<file path="src/rtl/pipe_pkg.sv">
// Shared types for the skid-buffered pipeline register.
// The state encoding doubles as the occupancy count.
package pipe_pkg;

    localparam int OCC_W = 2;

    typedef enum logic [1:0] {
        EMPTY = 2'd0,
        ONE   = 2'd1,
        FULL  = 2'd2
    } skid_state_t;

endpackage

</file>
<file path="src/rtl/flopenr.sv">
// Enabled register with synchronous active-high reset to zero.
module flopenr #(
    parameter int N = 64
) (
    input  logic         clk,
    input  logic         reset,
    input  logic         en,
    input  logic [N-1:0] d,
    output logic [N-1:0] q
);

    always_ff @(posedge clk) begin
        if (reset) begin
            q <= '0;
        end else if (en) begin
            q <= d;
        end
    end

endmodule

</file>
<file path="src/rtl/pipe_skid_reg.sv">
// Pipeline register with a 2-entry skid buffer and a registered in_ready,
// so no ready path runs combinationally back through the stage.
module pipe_skid_reg
    import pipe_pkg::*;
#(
    parameter int N = 64
) (
    input  logic             clk,
    input  logic             reset,
    input  logic             flush,
    input  logic             in_valid,
    output logic             in_ready,
    input  logic [N-1:0]     in_data,
    output logic             out_valid,
    input  logic             out_ready,
    output logic [N-1:0]     out_data,
    output logic [OCC_W-1:0] occupancy
);

    // Handshake: a transfer fires on a rising edge where valid & ready are
    // both high. Valid never depends on ready on either side, and the head
    // entry stays stable while out_valid is high and out_ready is low.

    skid_state_t state;
    skid_state_t next_state;

    logic         write_fire;
    logic         read_fire;
    logic         main_en;
    logic         skid_en;
    logic [N-1:0] main_d;
    logic [N-1:0] main_q;
    logic [N-1:0] skid_q;

    assign write_fire = in_valid & in_ready;
    assign read_fire  = out_valid & out_ready;

    always_comb begin
        next_state = state;
        main_en    = 1'b0;
        skid_en    = 1'b0;
        main_d     = in_data;
        // Flush only moves the state; data registers keep their contents.
        if (flush) begin
            next_state = EMPTY;
        end else begin
            case (state)
                EMPTY: begin
                    if (write_fire) begin
                        next_state = ONE;
                        main_en    = 1'b1;
                    end
                end
                ONE: begin
                    if (write_fire && read_fire) begin
                        main_en = 1'b1;
                    end else if (write_fire) begin
                        next_state = FULL;
                        skid_en    = 1'b1;
                    end else if (read_fire) begin
                        next_state = EMPTY;
                    end
                end
                FULL: begin
                    if (read_fire) begin
                        next_state = ONE;
                        main_en    = 1'b1;
                        main_d     = skid_q;
                    end
                end
                default: begin
                    next_state = EMPTY;
                end
            endcase
        end
    end

    always_ff @(posedge clk) begin
        if (reset) begin
            state    <= EMPTY;
            in_ready <= 1'b0;
        end else begin
            state    <= next_state;
            in_ready <= (next_state != FULL);
        end
    end

    flopenr #(.N(N)) u_main (
        .clk   (clk),
        .reset (reset),
        .en    (main_en),
        .d     (main_d),
        .q     (main_q)
    );

    flopenr #(.N(N)) u_skid (
        .clk   (clk),
        .reset (reset),
        .en    (skid_en),
        .d     (in_data),
        .q     (skid_q)
    );

    assign out_valid = (state != EMPTY);
    assign out_data  = main_q;
    // The state encoding is the entry count, which also exposes the FSM.
    assign occupancy = OCC_W'(state);

endmodule

</file>
<file path="config.mk">
export PLATFORM = sky130hd
export DESIGN_NAME = pipe_skid_reg
export DESIGN_NICKNAME = d
export VERILOG_FILES = /design/src/rtl/pipe_pkg.sv /design/src/rtl/flopenr.sv /design/src/rtl/pipe_skid_reg.sv
export SDC_FILE = /design/constraint.sdc
export NUM_CORES = 1
export LEC_CHECK = 0
export BUFFER_PORTS_ARGS = -buffer_cell sky130_fd_sc_hd__buf_2
export CORE_ASPECT_RATIO = 1.1
export CORE_MARGIN = 10
export CORE_UTILIZATION = 53
export CTS_CLUSTER_DIAMETER = 100
export CTS_CLUSTER_SIZE = 40
export DETAILED_ROUTE_END_ITERATION = 10
export PLACE_DENSITY_LB_ADDON = 0.05
export SYNTH_ARGS = -nofsm -noshare
export SYNTH_HDL_FRONTEND = slang
export SYNTH_SLANG_ARGS = --single-unit
</file>
<file path="constraint.sdc">
create_clock -name clk -period 1.7 [get_ports clk]
set_input_delay 0.34 -clock clk [delete_from_list [all_inputs] [get_ports clk]]
set_output_delay 0.34 -clock clk [all_outputs]
set_load 0.01 [all_outputs]
</file>
==> impl_table.tex <==
\begin{tabular}{lr}
\hline
Metric & Value \\
\hline
\multicolumn{2}{l}{\textbf{Outcome}} \\
Outcome & completed \\
\multicolumn{2}{l}{\textbf{Pwr}} \\
Static Leakage & 2.60 nW \\
Largest vdd supply drop & slightly below 0.0008 V \\
Power density over cell area & between 1000 and 1500 nW/um\^{}2 \\
\multicolumn{2}{l}{\textbf{Drt}} \\
Vias per cell & around 5.5 \\
Routed wire length & between 10 and 15 mm \\
DRT Pass-1 Iters & 5 \\
Number of DRC markers after the initial detailed-route iteration & just under 300 \\
Routed Antenna Nets & 0 \\
Total number of vias & between 4,000 and 5,000 \\
Wirelength per Cell & about 17 um \\
DRC & 0 \\
\multicolumn{2}{l}{\textbf{Global route}} \\
Initial antenna violation count & 0 \\
Overall Global Routing Usage & 0.178 \\
Remaining Overflow, GRT & 0 \\
Via count of the first global-routing pass & roughly 4,400 \\
Wire length of the first global-routing pass & between 20 and 25 mm \\
Pin count of the biggest net entering global routing & 65 \\
Met3 demand-to-capacity share in global routing & 0.0684 \\
Gr busiest metal & met2 \\
Fraction of met2 tracks used by global routing & 0.298 \\
Global routing met1 resource utilization & 0.205 \\
\multicolumn{2}{l}{\textbf{Yosys}} \\
Synthesized-area fraction occupied by ao, oa, aoi and oai cells & 0.196 \\
Main combinational cell family by area after synthesis & compound AO/OA/AOI/OAI gates \\
Post-synthesis adder-cell area fraction & 0 \\
Share of the synthesized netlist area taken by xor and xnor gates & 0 \\
Gate count after technology mapping & 584 \\
Fraction of synthesized area in multiplexers & 0.119 \\
Register bit total from synthesis & approximately 130 \\
Share of synthesized area occupied by flip-flops and latches & 0.478 \\
Area of the mapped netlist & $\sim$5500 um\^{}2 \\
Distinct cell type count after synthesis & 26 \\
Post-Syn Area per Cell & 9.40 um\^{}2 \\
Syn nets & $\sim$650 \\
Number of warnings printed during yosys synthesis & 0 \\
Simple-gate area share of the yosys netlist & 0.151 \\
\multicolumn{2}{l}{\textbf{Worst setup path}} \\
Worst reg2reg path startpoint & occupancy[0] \\
Top fanout value on the critical path & 7 \\
Max incr delay on CP & about 370 ps \\
Setup slack, reg-to-reg & 100 ps \\
Arrival time reported for the critical path endpoint & 1280 ps \\
CP Data Required Time & 1360 ps \\
Number of buffer and inverter stages on the critical path & 1 \\
CP max-delay cell & dfxtp\_1 \\
Critical-path cell list & or2\_1 -> buf\_2 \\
Logic depth of the worst register-to-register path & 5 \\
Capturing element type of the critical path & output pin \\
Worst reg2reg path endpoint & u\_main.q[34] \\
CP Launch Type & flop \\
Gate family responsible for the most delay along the worst path & flip-flops \\
WS Path Type & flop to output pin \\
\multicolumn{2}{l}{\textbf{Floorplan}} \\
Initial Utilization & 0.550 \\
Die Width & between 100 and 150 um \\
Full die area & $\sim$15,000 um\^{}2 \\
IO Count & approximately 140 \\
Core Region & $\sim$10000 um\^{}2 \\
Die Y-Extent & $\sim$130 um \\
Placement Rows & 38 \\
\multicolumn{2}{l}{\textbf{Timing}} \\
Final max-slew violation count & 0 \\
Period minus WS final & approximately 1600 ps \\
Final setup violation count & 0 \\
Worst Max-Slew Pin Slew & between 300 and 400 ps \\
Share of the clock period used by the worst path after layout & 0.953 \\
Hold\_ws & between 70 and 80 ps \\
Max Fclk & 0.617 GHz \\
Setup tns final & 0 ps \\
Final count of hold timing violations & 0 \\
Post-Route Skew & slightly below 10 ps \\
RSZ-0062 raised after global routing & false \\
Normalized max-slew margin & 0.769 \\
\multicolumn{2}{l}{\textbf{Clock tree}} \\
CTS tree & built \\
CTS root buf & clkbuf\_8 \\
Later-pin clock latency in the skew report & a little over 500 ps \\
Count of hold-fix buffers inserted at cts & 0 \\
CTS sink count & 131 \\
Largest buffer count on any clock path & 2 \\
\# H-tree levels & 4 \\
Clock input transition at the sequential cells of the worst setup and hold paths & $\sim$60 ps \\
Number of buffers created by CTS & 17 \\
\multicolumn{2}{l}{\textbf{Placement}} \\
Routability cong. & 0.751 \\
Placed cell area & $\sim$6300 um\^{}2 \\
Number of port buffers & $\sim$140 \\
Half-perimeter wire length of the detailed placement result & around 8.9 mm \\
Cell count after placement & 803 \\
\multicolumn{2}{l}{\textbf{Worst hold path}} \\
Worst hold path stage count & 3 \\
Worst hold path type & input pin to flop \\
Startpoint of the worst hold path & in\_data[22] \\
Worst min-delay path endpoint & u\_skid.q[22] \\
\multicolumn{2}{l}{\textbf{Finish}} \\
Fraction of layout instances using a drive strength above 1 & 0.338 \\
Number of fill cells in the layout & $\sim$800 \\
Area delta synth->final & 28.0\% \\
Net total in the final layout & 777 \\
Count of non-filler cells in the finished layout & around 840 \\
Layout Cell Area excl Fill & between 7000 and 8000 um\^{}2 \\
Antenna diodes & 0 \\
\multicolumn{2}{l}{\textbf{Run}} \\
Max-cap violations & 0 \\
\hline
\end{tabular}
==> worst max-delay path by stage <==
stage	from	end	slack, ps	cells past startpoint
finish	occupancy[0]	out_valid	80	2
global route	occupancy[0]	u_main.q[20]	4	5
CTS	occupancy[1]	u_main.q[34]	6	5
detailed placement	out_ready	u_main.q[45]	30	6
global placement	flush	u_main.q[34]	90	5
floorplan	occupancy[0]	u_main.q[0]	180	6
==> synth_stat cells <==
cell	n	area share
a21o_1	1	0.0014
buf_1	6	0.0041
a31oi_1	1	0.0011
buf_2	12	0.011
nand3b_1	2	0.0027
nand3_2	1	0.0018
nor4_1	1	0.0011
nand3_1	1	0.00091
nand4bb_1	1	0.0021
clkbuf_1	15	0.010
a21oi_1	64	0.058
and3_1	1	0.0011
or2_1	1	0.0011
dfxtp_1	131	0.48
nand2_1	129	0.088
mux2i_1	65	0.12
a211oi_1	13	0.018
nor2_1	66	0.045
nand4b_1	1	0.0016
a311oi_1	1	0.0016
buf_6	12	0.025
buf_4	5	0.0068
a211oi_2	51	0.12
nor3_1	1	0.00091
and4bb_1	1	0.0023
and3b_1	1	0.0016
==> placed cells by master (no fill, tap or decap), types with 2 or more instances in the layout <==
| cell type | synthesis | layout |
|---|---|---|
| a211oi_1 | 13 | 12 |
| bufinv_16 | 0 | 4 |
| buf_4 | 5 | 5 |
| buf_12 | 0 | 12 |
| a211oi_2 | 51 | 52 |
| nand3b_1 | 2 | 2 |
| a21oi_1 | 64 | 64 |
| clkbuf_16 | 0 | 19 |
| clkinv_2 | 0 | 3 |
| nor2_1 | 66 | 66 |
| mux2i_1 | 65 | 65 |
| nand2_1 | 129 | 129 |
| clkbuf_1 | 15 | 2 |
| buf_2 | 12 | 135 |
| clkinvlp_4 | 0 | 2 |
| dfxtp_2 | 0 | 2 |
| clkbuf_8 | 0 | 5 |
| dfxtp_1 | 131 | 129 |
==> power by group <==
part / internal [W] / total (W) / leakage (nW) / switching, W
combinational: 0.000321 / 0.000740 / 1.23 / 0.000419
sequential: 0.00318 / 0.00325 / 1.07 / 0.0000617
clock: 0.00253 / 0.00382 / 0.304 / 0.00129
total: 0.00604 / 0.00780 / 2.60 / 0.00177
==> sequential cells by signal (all words and copies together) (netlist names) <==
| signal | cells |
|---|---|
| in_ready | 1 |
| occupancy | 2 |
| u_main.q | 64 |
| u_skid.q | 64 |
==> timing repair <==
action                     4_1_cts  5_1_grt
setup buffers                    0        3
setup endpoints to repair        0       64
resized for setup                0        4
==> routing by layer <==
| metal | share of wire | wire [um] |
|---|---|---|
| met3 | 0.069 | 975 |
| met1 | 0.41 | 5730 |
| met2 | 0.51 | 7170 |
| met5 | 0 | 0 |
| met4 | 0.015 | 208 |
==> worst min-delay path: stages <==
cell and delay, ps:
buf_2 100, nand2_1 50, a21oi_1 50
==> per-stage QoR <==
stage               power, W   util  setup slack (ps)
floorplan            0.00372      -               185
global placement     0.00399  0.629              91.4
detailed placement   0.00401  0.629              34.0
CTS                  0.00783  0.692              5.81
global route         0.00808  0.704              3.63
finish               0.00780  0.704              79.5
==> logic make-up (layout without fill, tap and decap cells) <==
logic type             after synthesis  after routing
AND/OR/NAND/NOR                    207            207
AO/OA/AOI/OAI                      131            131
flip-flops                         131            131
multiplexers                        65             65
buffers and inverters               50            187
==> layout make-up <==
cell class	count	area (um^2)	area share
clock inverter	9	150	0.0214
multi-input combinational	403	2600	0.370
clock buffer	23	477	0.0678
sequential	131	2630	0.374
tap	120	150	0.0214
timing repair buffer	155	1030	0.146
Power figures use the tool's default switching activity.
